File: config.mk
export PLATFORM = sky130hd
export DESIGN_NAME = servgrid_wb_host
export DESIGN_NICKNAME = d
export VERILOG_FILES = /design/src/rtl/servgrid_wb_host.sv
export SDC_FILE = /design/constraint.sdc
export NUM_CORES = 1
export LEC_CHECK = 0
export CORE_MARGIN = 3
export CORE_UTILIZATION = 44
export CTS_CLUSTER_DIAMETER = 80
export DETAILED_ROUTE_END_ITERATION = 10
export HOLD_SLACK_MARGIN = 0.02
export PLACE_DENSITY = 0.86
export REMOVE_ABC_BUFFERS = 1
export SYNTH_ARGS = -nofsm -noshare
export SYNTH_HDL_FRONTEND = slang
export SYNTH_SLANG_ARGS = --single-unit
File: constraint.sdc
create_clock -name wb_clk -period 2.8 [get_ports wb_clk]
set_clock_uncertainty 0.05 [all_clocks]
set_input_delay 0.42 -clock wb_clk [delete_from_list [all_inputs] [get_ports wb_clk]]
set_output_delay 0.42 -clock wb_clk [all_outputs]
set_load 0.02 [all_outputs]
File: src/rtl/servgrid_wb_host.sv
// rtl/servgrid_wb_host.sv - single-beat Wishbone initiator for the servgrid processor port
// Takes one command at a time, runs one classic transfer with a bus timeout, and holds the response until consumed.
module servgrid_wb_host #(
    parameter int          aw       = 32,
    parameter int          timeout  = 255,
    parameter logic [31:0] err_data = 32'hDEADBEEF
) (
    input  logic          wb_clk,
    input  logic          wb_rst,
    input  logic          cmd_valid,
    output logic          cmd_ready,
    input  logic [aw-1:0] cmd_adr,
    input  logic [31:0]   cmd_dat,
    input  logic [3:0]    cmd_sel,
    input  logic          cmd_we,
    output logic          rsp_valid,
    input  logic          rsp_ready,
    output logic [31:0]   rsp_rdata,
    output logic          rsp_err,
    output logic [aw-1:0] o_wb_proc_adr,
    output logic [31:0]   o_wb_proc_dat,
    output logic [3:0]    o_wb_proc_sel,
    output logic          o_wb_proc_we,
    output logic          o_wb_proc_stb,
    input  logic [31:0]   i_wb_proc_rdt,
    input  logic          i_wb_proc_ack
);

    localparam int cw = $clog2(timeout + 1);

    typedef enum logic [1:0] {IDLE, BUS, RESP} state_t;

    state_t          state_q, state_d;
    logic [cw-1:0]   cnt_q, cnt_d;
    logic            cmd_ready_q, cmd_ready_d;
    logic            rsp_valid_q, rsp_valid_d;
    logic [31:0]     rsp_rdata_q, rsp_rdata_d;
    logic            rsp_err_q, rsp_err_d;
    logic [aw-1:0]   adr_q, adr_d;
    logic [31:0]     dat_q, dat_d;
    logic [3:0]      sel_q, sel_d;
    logic            we_q, we_d;
    logic            stb_q, stb_d;

    always_comb begin
        state_d     = state_q;
        cnt_d       = cnt_q;
        cmd_ready_d = cmd_ready_q;
        rsp_valid_d = rsp_valid_q;
        rsp_rdata_d = rsp_rdata_q;
        rsp_err_d   = rsp_err_q;
        adr_d       = adr_q;
        dat_d       = dat_q;
        sel_d       = sel_q;
        we_d        = we_q;
        stb_d       = stb_q;
        case (state_q)
            IDLE: begin
                if (cmd_ready_q && cmd_valid) begin
                    adr_d       = cmd_adr;
                    dat_d       = cmd_dat;
                    sel_d       = cmd_sel;
                    we_d        = cmd_we;
                    stb_d       = 1'b1;
                    cnt_d       = '0;
                    cmd_ready_d = 1'b0;
                    state_d     = BUS;
                end else begin
                    cmd_ready_d = 1'b1;
                end
            end
            BUS: begin
                // Ack is checked first so an ack on the final allowed cycle still completes cleanly.
                if (stb_q && i_wb_proc_ack) begin
                    stb_d       = 1'b0;
                    rsp_rdata_d = we_q ? 32'h0 : i_wb_proc_rdt;
                    rsp_err_d   = 1'b0;
                    rsp_valid_d = 1'b1;
                    state_d     = RESP;
                end else if (cnt_q == cw'(timeout - 1)) begin
                    stb_d       = 1'b0;
                    rsp_rdata_d = err_data;
                    rsp_err_d   = 1'b1;
                    rsp_valid_d = 1'b1;
                    state_d     = RESP;
                end else if (cnt_q != '1) begin
                    cnt_d = cnt_q + cw'(1);
                end
            end
            RESP: begin
                if (rsp_ready) begin
                    rsp_valid_d = 1'b0;
                    cmd_ready_d = 1'b1;
                    state_d     = IDLE;
                end
            end
            default: begin
                state_d = IDLE;
            end
        endcase
    end

    always_ff @(posedge wb_clk) begin
        if (wb_rst) begin
            state_q     <= IDLE;
            cnt_q       <= '0;
            cmd_ready_q <= 1'b0;
            rsp_valid_q <= 1'b0;
            rsp_rdata_q <= 32'h0;
            rsp_err_q   <= 1'b0;
            adr_q       <= '0;
            dat_q       <= 32'h0;
            sel_q       <= 4'h0;
            we_q        <= 1'b0;
            stb_q       <= 1'b0;
        end else begin
            state_q     <= state_d;
            cnt_q       <= cnt_d;
            cmd_ready_q <= cmd_ready_d;
            rsp_valid_q <= rsp_valid_d;
            rsp_rdata_q <= rsp_rdata_d;
            rsp_err_q   <= rsp_err_d;
            adr_q       <= adr_d;
            dat_q       <= dat_d;
            sel_q       <= sel_d;
            we_q        <= we_d;
            stb_q       <= stb_d;
        end
    end

    assign cmd_ready     = cmd_ready_q;
    assign rsp_valid     = rsp_valid_q;
    assign rsp_rdata     = rsp_rdata_q;
    assign rsp_err       = rsp_err_q;
    assign o_wb_proc_adr = adr_q;
    assign o_wb_proc_dat = dat_q;
    assign o_wb_proc_sel = sel_q;
    assign o_wb_proc_we  = we_q;
    assign o_wb_proc_stb = stb_q;

endmodule

==> run metrics, run 1 <==
largest net degree at the start of global routing just under 50; H-tree Lvls 4; Ys Warns 0; ratio of cells with drive above 1 in the final layout 0.06980; number of global-route vias before repair approximately 4500; DIE HEIGHT around 110 µm; CTS Hold Bufs 0; initial drt markers 252; Startpoint Class register; switching power 1.066 mW; most common cell after layout, fill and taps aside clkdlybuf4s50_1; die outline area ~0.011 mm²; achievable clock frequency 479.9 MHz; CP Capture Point o_wb_proc_stb; Clk Latency, worst-skew pair 500 ps; Max-Cap Viols 0; DRC viols 0; WS Path Type reg2out; status finished clean; Worst-path clk slew ~60 ps; HP Class in2reg; Lkg Pwr 2.519 nW; gr usage total 0.2327; Critical Path Stages 1; first-pass GRT wire length 21230 µm; Worst Setup SP o_wb_proc_stb$_SDFFE_PP0P_; cell count after synthesis 533; Max Slew Vio Count 0; Routed WL between 10000 and 15000 µm; CTS resizes 0; via count 4449; via/cell ratio 5.090; Clock Path Buffers 2; P per Cell Area 609.1 mW/mm²; CP bufs+invs 1; clock network power share 0.468; Switching Fraction 0.2453; clk root buf clkbuf_8; Slew @ Worst Pin 455.4 ps; Seq pwr share 0.400; Hold Fails Final Rpt 0; R2R Path Start cnt_q[4]$_SDFFE_PP0P_; slowest cell delay on critical path about 680 ps; initial antenna violation count 0; Yosys reg bits 115; CP Cell Sequence clkdlybuf4s50_1; crit path time final 2084 ps; Tcrit/Tclk final 0.7441; Die Wd 105.9 µm; Nets 841; post-CTS setup buffer count 0; post-route ant nets 0; CP max stage cell clkdlybuf4s50_1; worst reg-to-reg setup slack 880 ps; Worst Slack Setup Final roughly 720 ps; TNS Setup 0 ps; routability cong. 0.8395; CTS tree done; dpl ws around 570 ps; ys async rst share 0; WL/cell 14.96 µm; CP top delay family buffers and inverters; # fillers about 660; # clock sinks 115; Core Region 0.009459 mm²; P_int 3.281 mW; maximum vdd drop 0.0003874 V; RSZ-0062 raised after global routing no; most frequent cells in the layout clkdlybuf4s50_1 (209), nand2_1 (142), dfxtp_1 (115); slew margin rel. 0.6964; Post-synth EDFFs 0; crit end category output port; final setup fails 0; layout overhead on the synthesized area 62.46%; Pre-antenna DRT Iters 4; Logic pwr share 0.132; grt total ovfl 0; CP Max Fanout 5; data required time of the critical path roughly 2300 ps; CTS Buf Count 17; DP HPWL 9474 µm; worst path arrival time 1610 ps; number of diodes 0; # rows 35; total I/O pin count 211; PortBufs 210; Starting Density 0.4644; RR Endpoint rsp_rdata[21]$_SDFFE_PP0P_; R2R depth 6; Post-Synthesis Cell Area about 0.0044 mm²; Main synth FF type dfxtp_1; Seq/Total Area, Yosys 0.5241; synth unique cells 34; Avg Inst Size Synth 8.242 µm²
worst min path at each step:
| stage | from | to | slack [ps] | cells past startpoint |
|---|---|---|---|---|
| 2_1_floorplan | cnt_q[3]$_SDFFE_PP0P_ | cnt_q[3]$_SDFFE_PP0P_ | 420 | 2 |
| 3_3_place_gp | o_wb_proc_dat[12]$_SDFFE_PP0P_ | o_wb_proc_dat[12]$_SDFFE_PP0P_ | 390 | 2 |
| 3_5_place_dp | o_wb_proc_adr[4]$_SDFFE_PP0P_ | o_wb_proc_adr[4]$_SDFFE_PP0P_ | 400 | 2 |
| 4_1_cts | wb_rst | state_q[0]$_SDFFE_PP0P_ | 270 | 2 |
| 5_1_grt | wb_rst | cnt_q[0]$_SDFFE_PP0P_ | 320 | 2 |
| 6_report | wb_rst | state_q[0]$_SDFFE_PP0P_ | 290 | 2 |
power groups by stage:
| stage | Sequential, mW | Clock, mW | Combinational [mW] |
|---|---|---|---|
| after floorplan | 1.84 | 0 | 0.157 |
| after global placement | 1.77 | 0 | 0.563 |
| after detailed placement | 1.78 | 0 | 0.573 |
| after CTS | 1.74 | 2.07 | 0.576 |
| after global routing | 1.75 | 2.13 | 0.618 |
| final | 1.74 | 2.03 | 0.573 |
stage by stage:
step	util	power (mW)	hold slack [ps]	instance area, µm²	std cells
2_1_floorplan	-	2.002	418.9	4205	494
3_3_place_gp	0.6948	2.334	391.1	6573	843
3_5_place_dp	0.6948	2.348	398.2	6573	843
4_1_cts	0.7545	4.384	271.9	7137	874
5_1_grt	0.7545	4.498	319.1	7137	874
6_report	0.7545	4.347	294.6	7137	874
layout make-up:
cell class / count / area [µm²] / area share
Sequential cell: 115 / 2302 / 0.3226
Timing Repair Buffer: 220 / 2175 / 0.3047
Multi-Input combinational cell: 377 / 1927 / 0.2700
Clock buffer: 18 / 427.9 / 0.05996
Tap cell: 129 / 161.4 / 0.02262
Clock inverter: 13 / 136.4 / 0.01911
Inverter: 2 / 7.507 / 0.001052
logic make-up (layout without fill, tap and decap cells):
kind of cell	after synthesis	in the layout	synth area share
simple gates	250	250	0.2558
compound gates	125	125	0.1700
flops	115	115	0.5241
buf+inv	41	253	0.04443
fa+ha+maj	2	2	0.005695
layer usage:
metal  global-route usage  wire length [µm]
met3               0.1129              1568
met5                    0                 0
met2               0.3821              6054
met1               0.2618              5143
met4              0.08696               308
synthesized netlist by cell type, types with 2 or more instances:
cell type | number | area share
nand2_1 | 142 | 0.12
dfxtp_1 | 115 | 0.52
a21oi_1 | 79 | 0.090
nor2_1 | 37 | 0.032
nand2b_1 | 34 | 0.048
clkbuf_1 | 23 | 0.020
a211oi_1 | 21 | 0.036
buf_2 | 12 | 0.014
nand3_1 | 11 | 0.013
o21ai_0 | 11 | 0.013
nor3_1 | 8 | 0.0091
a31oi_1 | 4 | 0.0057
and3_1 | 4 | 0.0057
nand3b_1 | 4 | 0.0068
a211oi_2 | 3 | 0.0085
buf_6 | 3 | 0.0077
and2_1 | 2 | 0.0028
ha_1 | 2 | 0.0057
inv_1 | 2 | 0.0017
o211ai_1 | 2 | 0.0034
state kept, by name (all words and copies together), names as in the netlist:
register	flops
o_wb_proc_we	1
o_wb_proc_dat	32
cmd_ready	1
o_wb_proc_adr	32
o_wb_proc_stb	1
rsp_valid	1
rsp_rdata	32
o_wb_proc_sel	4
rsp_err	1
cnt_q	8
state_q	2
(Power assumes the default switching activity.)
==> inputs of run 2 (changes only) <==
Settings changed: CORE_UTILIZATION 44 to 41, PLACE_DENSITY 0.86 to 0.81.
Clock period 2.8 ns to 2 ns, I/O delays scaled along.
==> run 2 against run 1 <==
- global-route usage decreased by 1.8 points
- sequential share of layout area decreased by 0.67 points
- combinational power increased by 45%
- critical endpoint is now cnt_q[4]$_SDFFE_PP0P_
- core utilization decreased by 5.1 points
- sequential power increased by 40%
==> run metrics, run 2 (synthesized netlist as in run 1, its figures left out) <==
die outline area 0.01199 mm² (+6.9%); Clk Latency, worst-skew pair 500 ps (about the same); CTS Buf Count 17 (unchanged); achievable clock frequency 528.3 MHz; total I/O pin count 211 (unchanged); Startpoint Class register; initial antenna violation count 0 (unchanged); Die Wd 109.5 µm (+3.4%); hold path cells 2 (unchanged); Critical Path Stages 6 (+5); Slew @ Worst Pin 425.9 ps (-29.53 ps); P per Cell Area 874.4 mW/mm² (+44%); routability cong. 0.8937 (+6.5%); CP top delay family compound AO/OA/AOI/OAI gates; Post-Place Cell Area 0.006671 mm² (+1.5%); Core Region 0.01037 mm² (+9.6%); crit end category register; WS Path Type reg2reg; most used cell, CP o211ai_1; via/cell ratio 5.045 (-0.89%); Pre-antenna DRT Iters 4 (unchanged); final setup fails 0 (unchanged); H-tree Lvls 4 (unchanged); Routed WL 13400 µm (+2.5%); initial drt markers 231 (-8.3%); CP bufs+invs 1 (unchanged); status finished clean; DP HPWL 9349 µm (-1.3%); layout overhead on the synthesized area 65.99%; Hold Fails Final Rpt 0 (unchanged); grt total ovfl 0 (unchanged); TNS Setup 0 ps (unchanged); number of global-route vias before repair 4212 (-5.7%); Post-Layout Cell Count 886 (+1.4%); Placed Cells 852 (+1.1%); Max Slew Vio Count 0 (unchanged); final instance area 0.007292 mm² (+2.2%); # rows 37 (+5.7%); maximum vdd drop 0.0005705 V (+47%); Worst Setup SP cnt_q[0]$_SDFFE_PP0P_; CP Max Fanout 6 (+1); R2R depth 6 (unchanged); Tot Pwr 6.376 mW (+47%); fin util 0.7032 (-0.05131); data required time of the critical path 2380 ps (+50 ps); post-route ant nets 0 (unchanged); slew margin rel. 0.7139 (+0.01750); hold_sp wb_rst; via count 4470 (+0.47%); Tcrit/Tclk final 0.9464; most frequent cells in the layout clkdlybuf4s50_1 (207), nand2_1 (142), dfxtp_1 (114); HP Class in2reg; Starting Density 0.4236 (-0.04079); Nets 845 (+0.48%); CP max stage cell or3b_2; CTS tree done; Worst-path clk slew 60 ps (about the same); WL/cell 15.13 µm (+1.1%); number of diodes 0 (unchanged); worst path arrival time 2270 ps (+660 ps); DRC viols 0 (unchanged); Max-Cap Viols 0 (unchanged); DIE HEIGHT 109.5 µm (+3.4%); slowest cell delay on critical path 500 ps (-180 ps); clk root buf clkbuf_8; first-pass GRT wire length 20300 µm (-4.4%); PortBufs 210 (unchanged); most common cell after layout, fill and taps aside clkdlybuf4s50_1; Clock Path Buffers 2 (unchanged); # clock sinks 115 (unchanged); crit path time final 1893 ps; gr usage total 0.2150 (-0.01773); ratio of cells with drive above 1 in the final layout 0.07333 (+0.003535); Lkg Pwr 2.594 nW (+3.0%); largest net degree at the start of global routing 69 (+41%); CP Cell Sequence inv_1 -> ha_1 -> o211ai_1 -> o211ai_1 -> or3b_2 -> a21oi_1; R2R Path Start cnt_q[0]$_SDFFE_PP0P_
-- run 2: per-layer routing --
metal	GRT usage	vias to the layer above	part of all wire
li1	-	2189	-
met3	0.1051	19	0.13
met4	0.06500	0	0.012
met1	0.2422	2054	0.39
met2	0.3588	208	0.47
met5	0	-	0
-- run 2: worst reg2reg max path, delay by kind of cell, from the launching register on --
family | cells | cell delay [ps]
AO/OA/AOI/OAI | 3 | 590
AND/OR/NAND/NOR | 1 | 500
flip-flops | 1 | 370
adder cells (fa/ha/maj) | 1 | 260
buffers and inverters | 1 | 60
-- run 2: timing repair --
item | CTS | global route
hold buffers | 0 | 0
hold endpoints to repair | 0 | 0
setup buffers | 0 | 2
pin swaps | 0 | 1
endpoints found under the setup margin | 2 | 2
resized for setup | 2 | 1
gates cloned | 0 | 0
-- run 2: final timing paths --
kind,endpoint,slack [ps]
worst min-delay path,cnt_q[0]$_SDFFE_PP0P_,70
worst min register to register,o_wb_proc_adr[5]$_SDFFE_PP0P_,410
worst max-delay path,cnt_q[4]$_SDFFE_PP0P_,110
worst max register to register,cnt_q[4]$_SDFFE_PP0P_,110
-- run 2: layout make-up --
type	instances	area (µm²)
sequential	115	2303
fill	783	3078
timing repair buffer	224	2277
tap	136	170.2
clock inverter	12	181.4
multi-input combinational	377	1927
inverter	2	7.507
clock buffer	20	425.4
-- run 2: power breakdown --
part           total, mW  internal (mW)  switching (mW)  leakage [nW]
Sequential          2.44           2.38          0.0552         0.934
Clock               3.11           2.03            1.08         0.293
Combinational      0.832          0.440           0.392          1.37
Total               6.38           4.85            1.52          2.59
-- run 2: through the flow --
step | setup WS (ps) | hold slack (ps)
2_1_floorplan | -4438 | 314.6
3_3_place_gp | 138.8 | 390.2
4_1_cts | 66.40 | 46.46
3_5_place_dp | 56.92 | 397.0
6_report | 107.3 | 69.50
5_1_grt | -18.62 | 54.04
